**src/rtl/door_sequencer_if.sv**
```systemverilog
// Signal bundle between the door sequencer and its surroundings: requests,
// limit/beam sensors in; motor control, grant and state reporting out.
interface door_sequencer_if;
  logic       Btn_Req;
  logic       Rmt_Req;
  logic       Up_Max;
  logic       Dn_Max;
  logic       Obstruct;
  logic       Clr_Fault;
  logic       Activate;
  logic       Motor_En;
  logic       Fault;
  logic [1:0] Grant;
  logic [2:0] Door_State;

  modport master (
    output Btn_Req, Rmt_Req, Up_Max, Dn_Max, Obstruct, Clr_Fault,
    input  Activate, Motor_En, Fault, Grant, Door_State
  );

  modport slave (
    input  Btn_Req, Rmt_Req, Up_Max, Dn_Max, Obstruct, Clr_Fault,
    output Activate, Motor_En, Fault, Grant, Door_State
  );
endinterface

```
**src/rtl/door_sequencer.sv**
```systemverilog
// Door open/close sequencer: edge-detected requests, auto-close timer,
// travel watchdog and latched fault with explicit clear.
module door_sequencer #(
  parameter int AUTO_CLOSE_CYC = 1000,
  parameter int TRAVEL_MAX_CYC = 500,
  parameter int CNT_W          = 16
) (
  input logic             CLK,
  input logic             RST,
  door_sequencer_if.slave io
);

  typedef enum logic [2:0] {
    SYNC    = 3'd0,
    CLOSED  = 3'd1,
    OPENING = 3'd2,
    OPEN    = 3'd3,
    CLOSING = 3'd4,
    FAULT   = 3'd5
  } state_t;

  localparam logic [CNT_W-1:0] AC_LOAD = CNT_W'(AUTO_CLOSE_CYC - 1);
  localparam logic [CNT_W-1:0] WD_LAST = CNT_W'(TRAVEL_MAX_CYC - 1);

  state_t           state, nxt;
  logic             btn_q, rmt_q;
  logic             btn_edge, rmt_edge;
  logic [CNT_W-1:0] timer, wd;
  logic             act_q;
  logic [1:0]       grant_q, grant_nxt;
  logic             travel_entry;
  logic             open_entry;

  assign btn_edge     = io.Btn_Req & ~btn_q;
  assign rmt_edge     = io.Rmt_Req & ~rmt_q;
  assign travel_entry = (nxt == OPENING || nxt == CLOSING) && (nxt != state);
  assign open_entry   = (nxt == OPEN) && (state != OPEN);

  // State register; Activate/Grant are registered so they land on the
  // first cycle of the new travel state.
  always_ff @(posedge CLK or posedge RST) begin
    if (RST) begin
      state   <= SYNC;
      btn_q   <= 1'b0;
      rmt_q   <= 1'b0;
      act_q   <= 1'b0;
      grant_q <= 2'b00;
    end else begin
      state   <= nxt;
      btn_q   <= io.Btn_Req;
      rmt_q   <= io.Rmt_Req;
      act_q   <= travel_entry;
      grant_q <= grant_nxt;
    end
  end

  // Auto-close timer counts down to 0, watchdog counts up to all-ones; both hold.
  always_ff @(posedge CLK or posedge RST) begin
    if (RST) begin
      timer <= '0;
      wd    <= '0;
    end else begin
      if (open_entry || (state == OPEN && io.Obstruct))
        timer <= AC_LOAD;
      else if (state == OPEN && timer != '0)
        timer <= timer - 1'b1;

      if (travel_entry)
        wd <= '0;
      else if ((state == OPENING || state == CLOSING) && wd != '1)
        wd <= wd + 1'b1;
    end
  end

  always_comb begin
    nxt       = state;
    grant_nxt = 2'b00;
    unique case (state)
      SYNC: begin
        if (io.Dn_Max && !io.Up_Max)      nxt = CLOSED;
        else if (io.Up_Max && !io.Dn_Max) nxt = OPEN;
        else                              nxt = FAULT;
      end
      CLOSED: begin
        if (btn_edge || rmt_edge) begin
          nxt       = OPENING;
          grant_nxt = btn_edge ? 2'b01 : 2'b10;
        end
      end
      OPENING: begin
        if (io.Up_Max)         nxt = OPEN;
        else if (wd >= WD_LAST) nxt = FAULT;
      end
      // An obstructed doorway swallows both requests and the timeout.
      OPEN: begin
        if (!io.Obstruct && (btn_edge || rmt_edge || timer == '0)) begin
          nxt = CLOSING;
          if (btn_edge)      grant_nxt = 2'b01;
          else if (rmt_edge) grant_nxt = 2'b10;
        end
      end
      CLOSING: begin
        if (io.Obstruct)        nxt = FAULT;
        else if (io.Dn_Max)     nxt = CLOSED;
        else if (wd >= WD_LAST) nxt = FAULT;
      end
      FAULT: begin
        if (io.Clr_Fault) nxt = SYNC;
      end
      default: nxt = FAULT;
    endcase
  end

  always_comb begin
    io.Door_State = state;
    io.Motor_En   = (state == CLOSED) || (state == OPENING) ||
                    (state == OPEN)   || (state == CLOSING);
    io.Fault      = (state == FAULT);
    io.Activate   = act_q;
    io.Grant      = grant_q;
  end

endmodule
```
**src/flat_wrapper.sv**
```systemverilog
// flat-port wrapper written by rule: the top's interface ports become plain ports
module door_sequencer_flat 
#(
  parameter int AUTO_CLOSE_CYC = 1000,
  parameter int TRAVEL_MAX_CYC = 500,
  parameter int CNT_W          = 16
)
  (CLK, RST, io_Btn_Req, io_Rmt_Req, io_Up_Max, io_Dn_Max, io_Obstruct, io_Clr_Fault, io_Activate, io_Motor_En, io_Fault, io_Grant, io_Door_State);
  door_sequencer_if io_i ();
  input logic CLK;
  input logic RST;
  input wire logic [$bits(io_i.Btn_Req)-1:0] io_Btn_Req;
  input wire logic [$bits(io_i.Rmt_Req)-1:0] io_Rmt_Req;
  input wire logic [$bits(io_i.Up_Max)-1:0] io_Up_Max;
  input wire logic [$bits(io_i.Dn_Max)-1:0] io_Dn_Max;
  input wire logic [$bits(io_i.Obstruct)-1:0] io_Obstruct;
  input wire logic [$bits(io_i.Clr_Fault)-1:0] io_Clr_Fault;
  output wire logic [$bits(io_i.Activate)-1:0] io_Activate;
  output wire logic [$bits(io_i.Motor_En)-1:0] io_Motor_En;
  output wire logic [$bits(io_i.Fault)-1:0] io_Fault;
  output wire logic [$bits(io_i.Grant)-1:0] io_Grant;
  output wire logic [$bits(io_i.Door_State)-1:0] io_Door_State;
  assign io_i.Btn_Req = io_Btn_Req;
  assign io_i.Rmt_Req = io_Rmt_Req;
  assign io_i.Up_Max = io_Up_Max;
  assign io_i.Dn_Max = io_Dn_Max;
  assign io_i.Obstruct = io_Obstruct;
  assign io_i.Clr_Fault = io_Clr_Fault;
  assign io_Activate = io_i.Activate;
  assign io_Motor_En = io_i.Motor_En;
  assign io_Fault = io_i.Fault;
  assign io_Grant = io_i.Grant;
  assign io_Door_State = io_i.Door_State;
  door_sequencer #(.AUTO_CLOSE_CYC(AUTO_CLOSE_CYC), .TRAVEL_MAX_CYC(TRAVEL_MAX_CYC), .CNT_W(CNT_W)) u_core (.CLK(CLK), .RST(RST), .io(io_i));
endmodule
```
**config.mk**
```make
export PLATFORM = sky130hd
export DESIGN_NAME = door_sequencer_flat
export DESIGN_NICKNAME = d
export VERILOG_FILES = /design/src/rtl/door_sequencer_if.sv /design/src/rtl/door_sequencer.sv /design/src/flat_wrapper.sv
export SDC_FILE = /design/constraint.sdc
export NUM_CORES = 1
export LEC_CHECK = 0
export ABC_AREA = 1
export CORE_ASPECT_RATIO = 1.75
export CORE_MARGIN = 2
export CORE_UTILIZATION = 45
export CTS_CLUSTER_SIZE = 24
export DETAILED_ROUTE_END_ITERATION = 8
export PLACE_DENSITY_LB_ADDON = 0.25
export SLEW_MARGIN = 20
export SYNTH_ARGS = -nofsm -noshare
export SYNTH_HDL_FRONTEND = slang
export SYNTH_SLANG_ARGS = --single-unit
```
**constraint.sdc**
```tcl
create_clock -name CLK -period 3.4 [get_ports CLK]
set_input_delay 0.68 -clock CLK [delete_from_list [all_inputs] [get_ports CLK]]
set_output_delay 0.68 -clock CLK [all_outputs]
set_load 0.02 [all_outputs]
```
### Yosys cells after proc, flatten, opt, wreduce, memory -nomap -nowiden

Index checks and enable logic that the tools add are counted.

| word-level totals | value |
|---|---|
| register bits after elaboration | 40 |
| input bits | 8 |
| word-level logic and storage cells | 69 |

| cells by class | value |
|---|---|
| $add $sub $neg | 2 |
| $lt $le $gt $ge | 1 |
| equal/unequal tests | 11 |
| multiplexer cells | 20 |
| bitwise logic cells | 4 |
| reduce and logical (&&, ||, !) cells | 24 |

Operators with widths:

| operator | number |
|---|---|
| 2-to-1 mux 16 bit | 4 |
| 2-to-1 mux 3 bit | 9 |
| one-hot mux 3 bit (6 select lines) | 1 |
| adder 16 x 1 -> 16 bit, second input constant | 1 |
| greater-or-equal comparator 16 x 9 -> 1 bit, second input constant | 1 |
| logical NOT 16 bit | 1 |
| inequality test 16 bit, second input constant | 1 |
| nonzero test 16 bit | 1 |
| subtractor 16 x 1 -> 16 bit, second input constant | 1 |
| equality test 3 x 2 -> 1 bit, second input constant | 4 |
| 2-to-1 mux 2 bit | 5 |
| equality test 3 bit, second input constant | 3 |
| logical AND 1 bit | 8 |
| logical OR 1 bit | 8 |
| one-hot mux 2 bit (2 select lines) | 1 |
| nonzero test 2 bit | 2 |
| equality test 3 x 1 -> 1 bit, second input constant | 1 |
| logical NOT 1 bit | 3 |
| logical NOT 3 bit | 1 |
| inequality test 3 x 2 -> 1 bit, second input constant | 1 |
| inequality test 3 bit | 1 |
| bitwise AND 1 bit | 2 |
| NOT 1 bit | 2 |

### Logic depth before layout (Yosys ltp)

Gate-level depths: netlist of run 1.

| logic depth | value |
|---|---|
| depth after elaboration | 11 |
| gate-level depth with buffers | 14 |
| mapped depth without buffers | 14 |

### Worst setup path before layout of run 1

Ideal clock, no wire load.

| path | value |
|---|---|
| path kind | in2reg |
| start point | in io_Dn_Max |
| end point | reg u_core.timer[10] |
| arrival | 1.948 ns |
| path slack | 1.332 ns |
| stages on the path | 10 |
| path through | inv_1 ha_1 nand3_1 o21ai_0 a21oi_1 nand2_1 nor3_1 nand3b_4 nand2_2 nor2_1 |

| on the way | value |
|---|---|
| word-level cells in the longest chain between the ends | 9 |
| elaborated cells between the ends (all ways) | 13 |
| those cells by class | 1 x eq/ne; 6 x mux; 6 x reduce/logical |

RTL lines:

| what | RTL line | RTL |
|---|---|---|
| from (decl) | flat_wrapper.sv:15 | `input wire logic [$bits(io_i.Dn_Max)-1:0] io_Dn_Max;` |
| logical NOT 1 bit | door_sequencer.sv:81 | `else if (io.Up_Max && !io.Dn_Max) nxt = OPEN;` |
| logical AND 1 bit | door_sequencer.sv:81 |  |
| 2-to-1 mux 3 bit | door_sequencer.sv:81 |  |
| 2-to-1 mux 3 bit | door_sequencer.sv:80 | `if (io.Dn_Max && !io.Up_Max) nxt = CLOSED;` |
| one-hot mux 3 bit (6 select lines) * | door_sequencer.sv:78 | `unique case (state)` |
| equality test 3 x 2 -> 1 bit * | door_sequencer.sv:37 | `assign open_entry = (nxt == OPEN) && (state != OPEN);` |
| logical AND 1 bit * | door_sequencer.sv:37 |  |
| logical OR 1 bit * | door_sequencer.sv:63 | `if (open_entry \|\| (state == OPEN && io.Obstruct))` |
| 2-to-1 mux 16 bit / nonzero test 2 bit (equally long branches) | - |  |
| to (signal assigned) | door_sequencer.sv:66 | `timer <= timer - 1'b1;` |
| to (decl) | door_sequencer.sv:28 | `logic [CNT_W-1:0] timer, wd;` |

Every way passes the cells marked *; elsewhere a longest branch is shown, timed or not.
A chain may end at the register's enable or synchronous reset.

### Final worst setup path of run 1

| path | value |
|---|---|
| start point | reg u_core.state[0] (netlist: u_core.io.Door_State[0]) |
| end point | out io_Motor_En |

| on the way | value |
|---|---|
| word-level cells in the longest chain between the ends | 4 |
| elaborated cells between the ends (all ways) | 7 |
| those cells by class | 4 x eq/ne; 3 x reduce/logical |

RTL lines:

| what | RTL line | RTL |
|---|---|---|
| from (decl) | door_sequencer.sv:25 | `state_t state, nxt;` |
| from (signal assigned) | door_sequencer.sv:49 | `state <= nxt;` |
| equality test 3 x 1 -> 1 bit / equality test 3 x 2 -> 1 bit (equally long branches) | door_sequencer.sv:116 | `io.Motor_En = (state == CLOSED) \|\| (state == OPENING) \|\|` |
| logical OR 1 bit (2 in a row) | door_sequencer.sv:116 |  |
| logical OR 1 bit * | door_sequencer.sv:117 | `(state == OPEN) \|\| (state == CLOSING);` |
| to (decl) | flat_wrapper.sv:19 | `output wire logic [$bits(io_i.Motor_En)-1:0] io_Motor_En;` |

Marked as above.

==> results of run 1 <==
==> cell usage in the layout (no fill, tap or decap), drive strengths merged <==
master,synthesis,layout
a21oi,22,22
and2,1,1
buf,4,2
bufinv,0,1
clkbuf,0,5
clkdlybuf4s50,0,15
clkinvlp,0,1
dfrtp,40,40
ha,3,3
inv,42,43
nand2,69,69
nand3,28,28
nand3b,6,6
nand4,2,2
nor2,53,53
nor3,10,10
nor3b,1,1
nor4,2,2
o211ai,1,1
o21ai,8,8
o31ai,1,1
or2,2,2
xnor2,7,7
xor2,17,17
==> cell families after synthesis <==
family,after synthesis,synth area share (%)
AOI/OAI and AO/OA,32,8.663
adders and majority gates,3,1.520
buffers and inverters,46,7.953
xor gates and xnor gates,24,8.511
and+or+nand+nor,174,32.83
DFF,40,40.53
==> power by group <==
| group | total (mW) | leakage (nW) | internal [mW] | switching (mW) |
|---|---|---|---|---|
| registers | 0.723 | 0.502 | 0.596 | 0.128 |
| clock network | 0.407 | 0.0548 | 0.221 | 0.185 |
| logic | 1.13 | 0.705 | 0.379 | 0.752 |
| total | 2.26 | 1.26 | 1.20 | 1.06 |
==> tightest hold or removal path: cells and delay by family, from the launching register on <==
family	cells	cell delay, ns
buf+inv	1	0.04
flops	1	0.33
simple gates	2	0.11
==> metal layers <==
metal | global-route usage, % | up-vias | wire [um]
met5 | 0 | - | 0
met4 | 8.376 | 0 | 120
met3 | 4.051 | 9 | 105
met2 | 36.04 | 26 | 2896
met1 | 18.83 | 969 | 2001
li1 | - | 1052 | -
==> worst paths after layout <==
path                                    startpoint                 end  slack, ns  cells after the start
setup / recovery           u_core.io.Door_State[0]         io_Motor_En       0.87                      4
hold / removal                        u_core.rmt_q  u_core.io.Grant[1]       0.51                      3
setup reg to reg           u_core.io.Door_State[0]  u_core.io.Activate       1.09                     10
hold reg to reg                       u_core.rmt_q  u_core.io.Grant[1]       0.51                      3
max in group asynchronous                      RST        u_core.wd[2]       2.02                      3
min in group asynchronous                      RST     u_core.timer[3]       0.76                      2
==> per-stage QoR <==
stage,std cells,hold slack (ns)
2_1_floorplan,319,0.4756
3_3_place_gp,406,0.5059
3_5_place_dp,406,0.5035
4_1_cts,414,0.5167
5_1_grt,414,0.5562
6_report,414,0.5111
==> state kept, by name (all words and copies together) (netlist names) <==
signal and cells:
u_core.io.Activate 1, u_core.io.Door_State 3, u_core.timer 16, u_core.rmt_q 1, u_core.io.Grant 2, u_core.btn_q 1, u_core.wd 16
==> final cells by class <==
class / instances / area (um2) / area share, %
inverter: 42 / 157.7 / 5.622
tap: 74 / 92.59 / 3.302
sequential: 40 / 1001 / 35.70
clock buffer: 5 / 68.82 / 2.454
multi-input combinational: 233 / 1272 / 45.38
timing repair buffer: 17 / 165.2 / 5.890
clock inverter: 3 / 46.29 / 1.651
==> impl_metrics.ini, run 1 <==
[floorplanning]
die_width_um = 60.01
die_area_um2 = 6121
coreArea_um2 = 5299
die_h_um = 102.0
io_pins = 16
num_rows = 35
initial_core_util_pct = 46.61

[place]
io_buffers = 15
gp_congestion = 0.8688
hpwl_um = 3904
place_area_um2 = 2689
post-place-ws_ns = 0.6291

[final_layout]
post-route-util_pct = 52.92
fin_area_um2 = 2804
antennaDiodeCount = 0
fillers = 513
fin_nets = 350
drive_gt1_share_pct = 11.76
area_growth_pct = 13.53

[yosys]
post-synth-top-count-cell = nand2_1
synth_nets = 330
synth-edff-count = 0
ys_top_cells_by_count = nand2_1 (66), nor2_1 (49), dfrtp_1 (40)
seq_area_frac_synth_pct = 40.53
postSynthAreaPerCell_um2 = 7.743
synth-main-ff-cell = dfrtp_1
synth_top_cell_by_area = dfrtp_1
synth_cell_types = 33
synth_area_leaders = dfrtp_1 (41%), nand2_1 (10%), nor2_1 (7.4%)
syn_inst = 319
synthesis.area_um2 = 2470
async_flop_share_pct = 100.0
ys_warn_count = 0
synth_top_area_share_pct = 40.53
synth-seq-cells = 40

[setup_path]
cp-start-kind = flop
crit_path_cell_trace = nor2_2 -> nand2_1 -> nand2_1 -> clkdlybuf4s50_1
crit_path_frequent_cell = nand2_1
critPathSlowestCell = clkdlybuf4s50_1
path_max_fanout = 7
cp-end-kind = output pin
cp.arrival_ns = 1.85
crit_buf_inv = 1
crit_required_ns = 2.72
path_delay_family = buffers and inverters
path_class = flop to output pin
slowest_delay_ns = 0.60

[clocking]
cts-root-buf = clkbuf_8
cts_made_buffers = 5
path_clk_slew_ns = 0.09
cts_tree = yes
cts-hold-fix-buffers = 0
ctsResizeCount = 0
post_cts_buffers = 0
cts_sinks = 40
htree_levels = 2
clk_latency_ns = 0.30
cts_max_path_buffers = 2

[sta]
setup_slack_ns = 0.8728
rsz0062_at_grt = false
worst_clock_skew_ns = 0.003970
fmax_mhz = 395.7
finalSetupViolations = 0
hold_viol_final = 0
tightest_slew_ns = 0.6430
period_minus_slack_ns = 2.527
drv_slew = 0
slew_headroom_pct = 57.04
post-route-period-util_pct = 74.33
fin_tns_setup_ns = 0

[detailed_routing]
drt_iter0_markers = 87
post_drt_wl_per_cell_um = 12.38
via_per_inst = 4.966
ant_nets = 0
dr_total_vias = 2056
postRouteWirelength_um = 5124
drtPass1Iterations = 4
route.detailed.drc = 0

[power]
power.density_nw_per_um2 = 806.3
total_power_mw = 2.261
peakVddDrop_uv = 446.9
p_leak_nw = 1.262

[grt]
grt_start_max_net_pins = 18
overflow = 0
grt_util_all_layers_pct = 19.00
grt_pass1_wl_um = 8790
grt_pass1_vias = 2104
antenna_found_initial = 0

[hold_path]
hp-class = flop to flop

[status]
outcome = completed

[run]
max_cap_viol_count = 0
(Power assumes the default switching activity.)
==> run 2, diff against run 1 <==
==> constraint.sdc (replaced) <==
create_clock -name CLK -period 2.55 [get_ports CLK]
set_input_delay 0.51 -clock CLK [delete_from_list [all_inputs] [get_ports CLK]]
set_output_delay 0.51 -clock CLK [all_outputs]
set_load 0.02 [all_outputs]
==> run 2 against run 1 <==
Via count fell by 2.0%; sequential power rose by 33%; global-route usage fell by 1.3 points; non-clock buffer count rose by 5; clock power rose by 26%; critical path depth did not move; setup slack got worse by 0.67 ns; worst hold slack improved by 0.0067 ns; final cell count rose by 1.2%; design area rose by 1.2%; register-to-register slack got worse by 0.70 ns.
==> impl_metrics.ini, run 2 (synthesis results as in run 1) <==
[detailed_routing]
ant_nets = 0
postRouteWirelength_um = 4857
route.detailed.drc = 0
dr_total_vias = 2015
via_per_inst = 4.809
drt_iter0_markers = 56
drtPass1Iterations = 4
post_drt_wl_per_cell_um = 11.59

[setup_path]
cp.arrival_ns = 1.83
critPathSlowestCell = clkdlybuf4s50_1
rr_startpoint = u_core.timer[0]
slowest_delay_ns = 0.60
crit_path_frequent_cell = nand2_1
path_class = flop to output pin
cp-end-kind = output pin
crit_required_ns = 2.04
cp-start-kind = flop
path_max_fanout = 7
path_delay_family = buffers and inverters
reg2regPathDepth = 11
crit_buf_inv = 1
crit_path_cell_trace = nor2_2 -> nand2_1 -> nand2_1 -> clkdlybuf4s50_1
r2r_slack_ns = 0.39
path_depth = 4
worstReg2RegEnd = u_core.wd[4]

[grt]
overflow = 0
grt_start_max_net_pins = 41
grt_pass1_wl_um = 8280
antenna_found_initial = 0
grt_pass1_vias = 1965
grt_util_all_layers_pct = 17.70

[hold_path]
holdPathStages = 3
hp-class = flop to flop
holdPathEnd = u_core.io.Grant[1]
min-delay-start = u_core.rmt_q

[sta]
hold_viol_final = 0
holdWs_ns = 0.5177
setup_slack_ns = 0.2062
drv_slew = 0
fin_tns_setup_ns = 0
worst_clock_skew_ns = 0.009398
rsz0062_at_grt = false
tightest_slew_ns = 0.6019
period_minus_slack_ns = 2.344
finalSetupViolations = 0
fmax_mhz = 426.7
post-route-period-util_pct = 91.91
slew_headroom_pct = 59.79

[place]
dp_cells = 411
io_buffers = 15
gp_congestion = 0.9133
hpwl_um = 3756
post-place-ws_ns = 0.03770
place_area_um2 = 2726

[run]
max_cap_viol_count = 0

[clocking]
cts_made_buffers = 5
cts-root-buf = clkbuf_8
htree_levels = 2
cts-hold-fix-buffers = 0
ctsResizeCount = 0
cts_sinks = 40
clk_latency_ns = 0.29
cts_max_path_buffers = 2
path_clk_slew_ns = 0.08
cts_tree = yes
post_cts_buffers = 0

[floorplanning]
coreArea_um2 = 5299
die_width_um = 60.01
num_rows = 35
initial_core_util_pct = 46.61
die_h_um = 102.0
die_area_um2 = 6121
io_pins = 16

[final_layout]
post-route-util_pct = 53.55
area_growth_pct = 14.89
antennaDiodeCount = 0
drive_gt1_share_pct = 13.04
fin_nets = 355
final_cell_mix = nand2_1 (66), nor2_1 (49), dfrtp_1 (40), inv_1 (35), nand3_1 (25)
fillers = 504
multi_input_area_um2 = 1272
fin_cells = 419
regArea_um2 = 1001
layout_commonest_cell = nand2_1
fin_area_um2 = 2838

[power]
internal_power_mw = 1.639
peakVddDrop_uv = 540.3
p_sw_share_pct = 45.91
p_comb_share_pct = 51.4
total_power_mw = 3.030
p_leak_nw = 1.283
clockPowerShare_pct = 16.9
seq_power_share_pct = 31.7
p_switching_mw = 1.391
power.density_nw_per_um2 = 1068

[status]
outcome = completed
run 2: cell types whose count changed in the layout (fill, tap and decap cells not counted):
cell      delta
buf_4        +5
inv_6        -1
clkinv_2     +1
run 2: worst max path at each step:
stage	to	slack [ns]	from
after global routing	io_Motor_En	0.1	u_core.io.Door_State[0]
after detailed placement	u_core.wd[8]	0.04	io_Dn_Max
final	io_Motor_En	0.21	u_core.io.Door_State[0]
after floorplan	u_core.timer[10]	0.65	io_Dn_Max
after CTS	io_Motor_En	0.19	u_core.io.Door_State[0]
after global placement	u_core.io.Activate	0.07	io_Dn_Max
run 2: power groups by stage:
stage | Clock, mW | Sequential (mW) | Combinational [mW]
3_3_place_gp | 0 | 0.971 | 1.57
6_report | 0.513 | 0.961 | 1.56
4_1_cts | 0.535 | 0.961 | 1.58
5_1_grt | 0.567 | 0.985 | 1.74
2_1_floorplan | 0 | 0.974 | 1.20
3_5_place_dp | 0 | 0.974 | 1.57
run 2: layout make-up:
type,instances,area share (%)
clock buffers,5,2.425
clock inverters,3,1.499
inverters,42,5.556
multi-input cells,233,44.84
flip-flops and latches,40,35.27
well taps,74,3.263
repair buffers,22,7.143
run 2: routing by layer:
layer  up-vias  global-route usage (%)  share of wire [%]
li1       1057                       -                  -
met1       940                   17.21                 38
met2        12                   34.70                 59
met3         6                   3.418                1.2
met4         0                   6.667                1.5
met5         -                       0                  0
run 2: worst reg2reg max path: cells and delay by family (launching register included):
family | cells | cell delay (ns)
flops | 1 | 0.36
compound gates | 2 | 0.62
buf+inv | 2 | 0.20
fa+ha+maj | 1 | 0.18
simple gates | 6 | 0.64
==> run 3, diff against run 2 <==
--- a/config.mk
+++ b/config.mk
@@ -6,13 +6,15 @@
 export NUM_CORES = 1
 export LEC_CHECK = 0
 export ABC_AREA = 1
+export CELL_PAD_IN_SITES_DETAIL_PLACEMENT = 1
+export CELL_PAD_IN_SITES_GLOBAL_PLACEMENT = 1
 export CORE_ASPECT_RATIO = 1.75
 export CORE_MARGIN = 2
-export CORE_UTILIZATION = 45
+export CORE_UTILIZATION = 44
 export CTS_CLUSTER_SIZE = 24
 export DETAILED_ROUTE_END_ITERATION = 8
+export GPL_ROUTABILITY_DRIVEN = 0
 export PLACE_DENSITY_LB_ADDON = 0.25
-export SLEW_MARGIN = 20
 export SYNTH_ARGS = -nofsm -noshare
 export SYNTH_HDL_FRONTEND = slang
 export SYNTH_SLANG_ARGS = --single-unit
==> run 3 against run 2 <==
Via count increased by 6.7%; global-route usage increased by 3.8 points; worst hold slack improved by 0.0082 ns; final cell count increased by 0.24%; clock power decreased by 14%; maximum frequency increased by 0.20%; combinational power increased by 3%; sequential share of layout area increased by 0.14 points; critical endpoint unchanged.
==> impl_metrics.ini, run 3 (synthesis results as in run 1) <==
[grt]
overflow = 0
grt_pass1_vias = 2221
grt_pass1_wl_um = 9853
grt_start_max_net_pins = 27
grt_util_all_layers_pct = 21.47
antenna_found_initial = 0

[clocking]
post_cts_buffers = 0
cts_made_buffers = 5
cts-hold-fix-buffers = 0
cts_max_path_buffers = 2
clk_latency_ns = 0.30
path_clk_slew_ns = 0.08
ctsResizeCount = 0
cts_tree = yes
htree_levels = 2
cts_sinks = 40
cts-root-buf = clkbuf_8

[detailed_routing]
post_drt_wl_per_cell_um = 14.10
postRouteWirelength_um = 5920
dr_total_vias = 2149
ant_nets = 0
route.detailed.drc = 0
drtPass1Iterations = 4
drt_iter0_markers = 59
via_per_inst = 5.117

[final_layout]
fin_nets = 354
drive_gt1_share_pct = 12.79
post-route-util_pct = 51.43
final_cell_mix = nand2_1 (66), nor2_1 (49), dfrtp_1 (40), inv_1 (35), nand3_1 (25)
fin_area_um2 = 2826
fin_cells = 420
layout_commonest_cell = nand2_1
fillers = 723
antennaDiodeCount = 0
area_growth_pct = 14.44

[power]
peakVddDrop_uv = 703.6
total_power_mw = 3.005
power.density_nw_per_um2 = 1063
p_leak_nw = 1.280

[place]
hpwl_um = 4712
io_buffers = 15
post-place-ws_ns = -0.008319
place_area_um2 = 2734
dp_cells = 412

[sta]
finalSetupViolations = 0
drv_slew = 0
hold_viol_final = 0
fin_tns_setup_ns = 0
tightest_slew_ns = 0.6449
slew_headroom_pct = 56.96
rsz0062_at_grt = false
setup_slack_ns = 0.2110
post-route-period-util_pct = 91.73
period_minus_slack_ns = 2.339
fmax_mhz = 427.5
holdWs_ns = 0.5259
worst_clock_skew_ns = 0.005695

[floorplanning]
coreArea_um2 = 5495
io_pins = 16
die_h_um = 103.1
die_width_um = 60.64
initial_core_util_pct = 44.95
die_area_um2 = 6252
num_rows = 36

[hold_path]
hp-class = flop to flop

[setup_path]
path_max_fanout = 7
cp-start-kind = flop
path_class = flop to output pin
cp.arrival_ns = 1.83
cp-end-kind = output pin
crit_required_ns = 2.04

[run]
max_cap_viol_count = 0

[status]
outcome = completed
[run 3: cell count changes in the layout (fill, tap and decap cells not counted)]
| cell | delta |
|---|---|
| clkinv_2 | +1 |
| buf_4 | -2 |
| clkbuf_8 | +1 |
| clkinvlp_4 | -1 |
| bufinv_16 | -1 |
| buf_12 | +1 |
[run 3: worst paths after layout]
path                       cells past startpoint                 end                    start  slack, ns
hold reg to reg                                3  u_core.io.Grant[1]             u_core.rmt_q       0.53
setup reg to reg                              11        u_core.wd[6]          u_core.timer[0]       0.30
max in group asynchronous                      3        u_core.rmt_q                      RST       1.39
min in group asynchronous                      2        u_core.wd[7]                      RST       0.60
setup / recovery                               4         io_Motor_En  u_core.io.Door_State[0]       0.21
hold / removal                                 3  u_core.io.Grant[1]             u_core.rmt_q       0.53
[run 3: critical path, cell delays in order, from the launching register on]
cell,delay (ns)
dfrtp_1,0.48
nor2_2,0.23
nand2_1,0.13
nand2_1,0.09
clkdlybuf4s50_1,0.59
[run 3: final cells by class]
class	count	area [um2]	area share [%]
inverter	42	157.7	5.578
multi-input combinational	233	1272	45.02
clock buffer	6	82.58	2.922
sequential	40	1001	35.41
tap	76	95.09	3.364
timing repair buffer	21	207.7	7.348
clock inverter	2	10.01	0.3541
[run 3: metal layers]
layer	GRT usage, %	part of all wire (%)
met3	3.388	1.9
met4	9.699	2.7
met1	19.75	34
met5	0	0
met2	43.01	61
[run 3: report_power, final]
group / switching, mW / internal, mW / leakage, nW
Clock: 0.225 / 0.216 / 0.0510
Combinational: 1.05 / 0.551 / 0.727
Sequential: 0.172 / 0.794 / 0.502
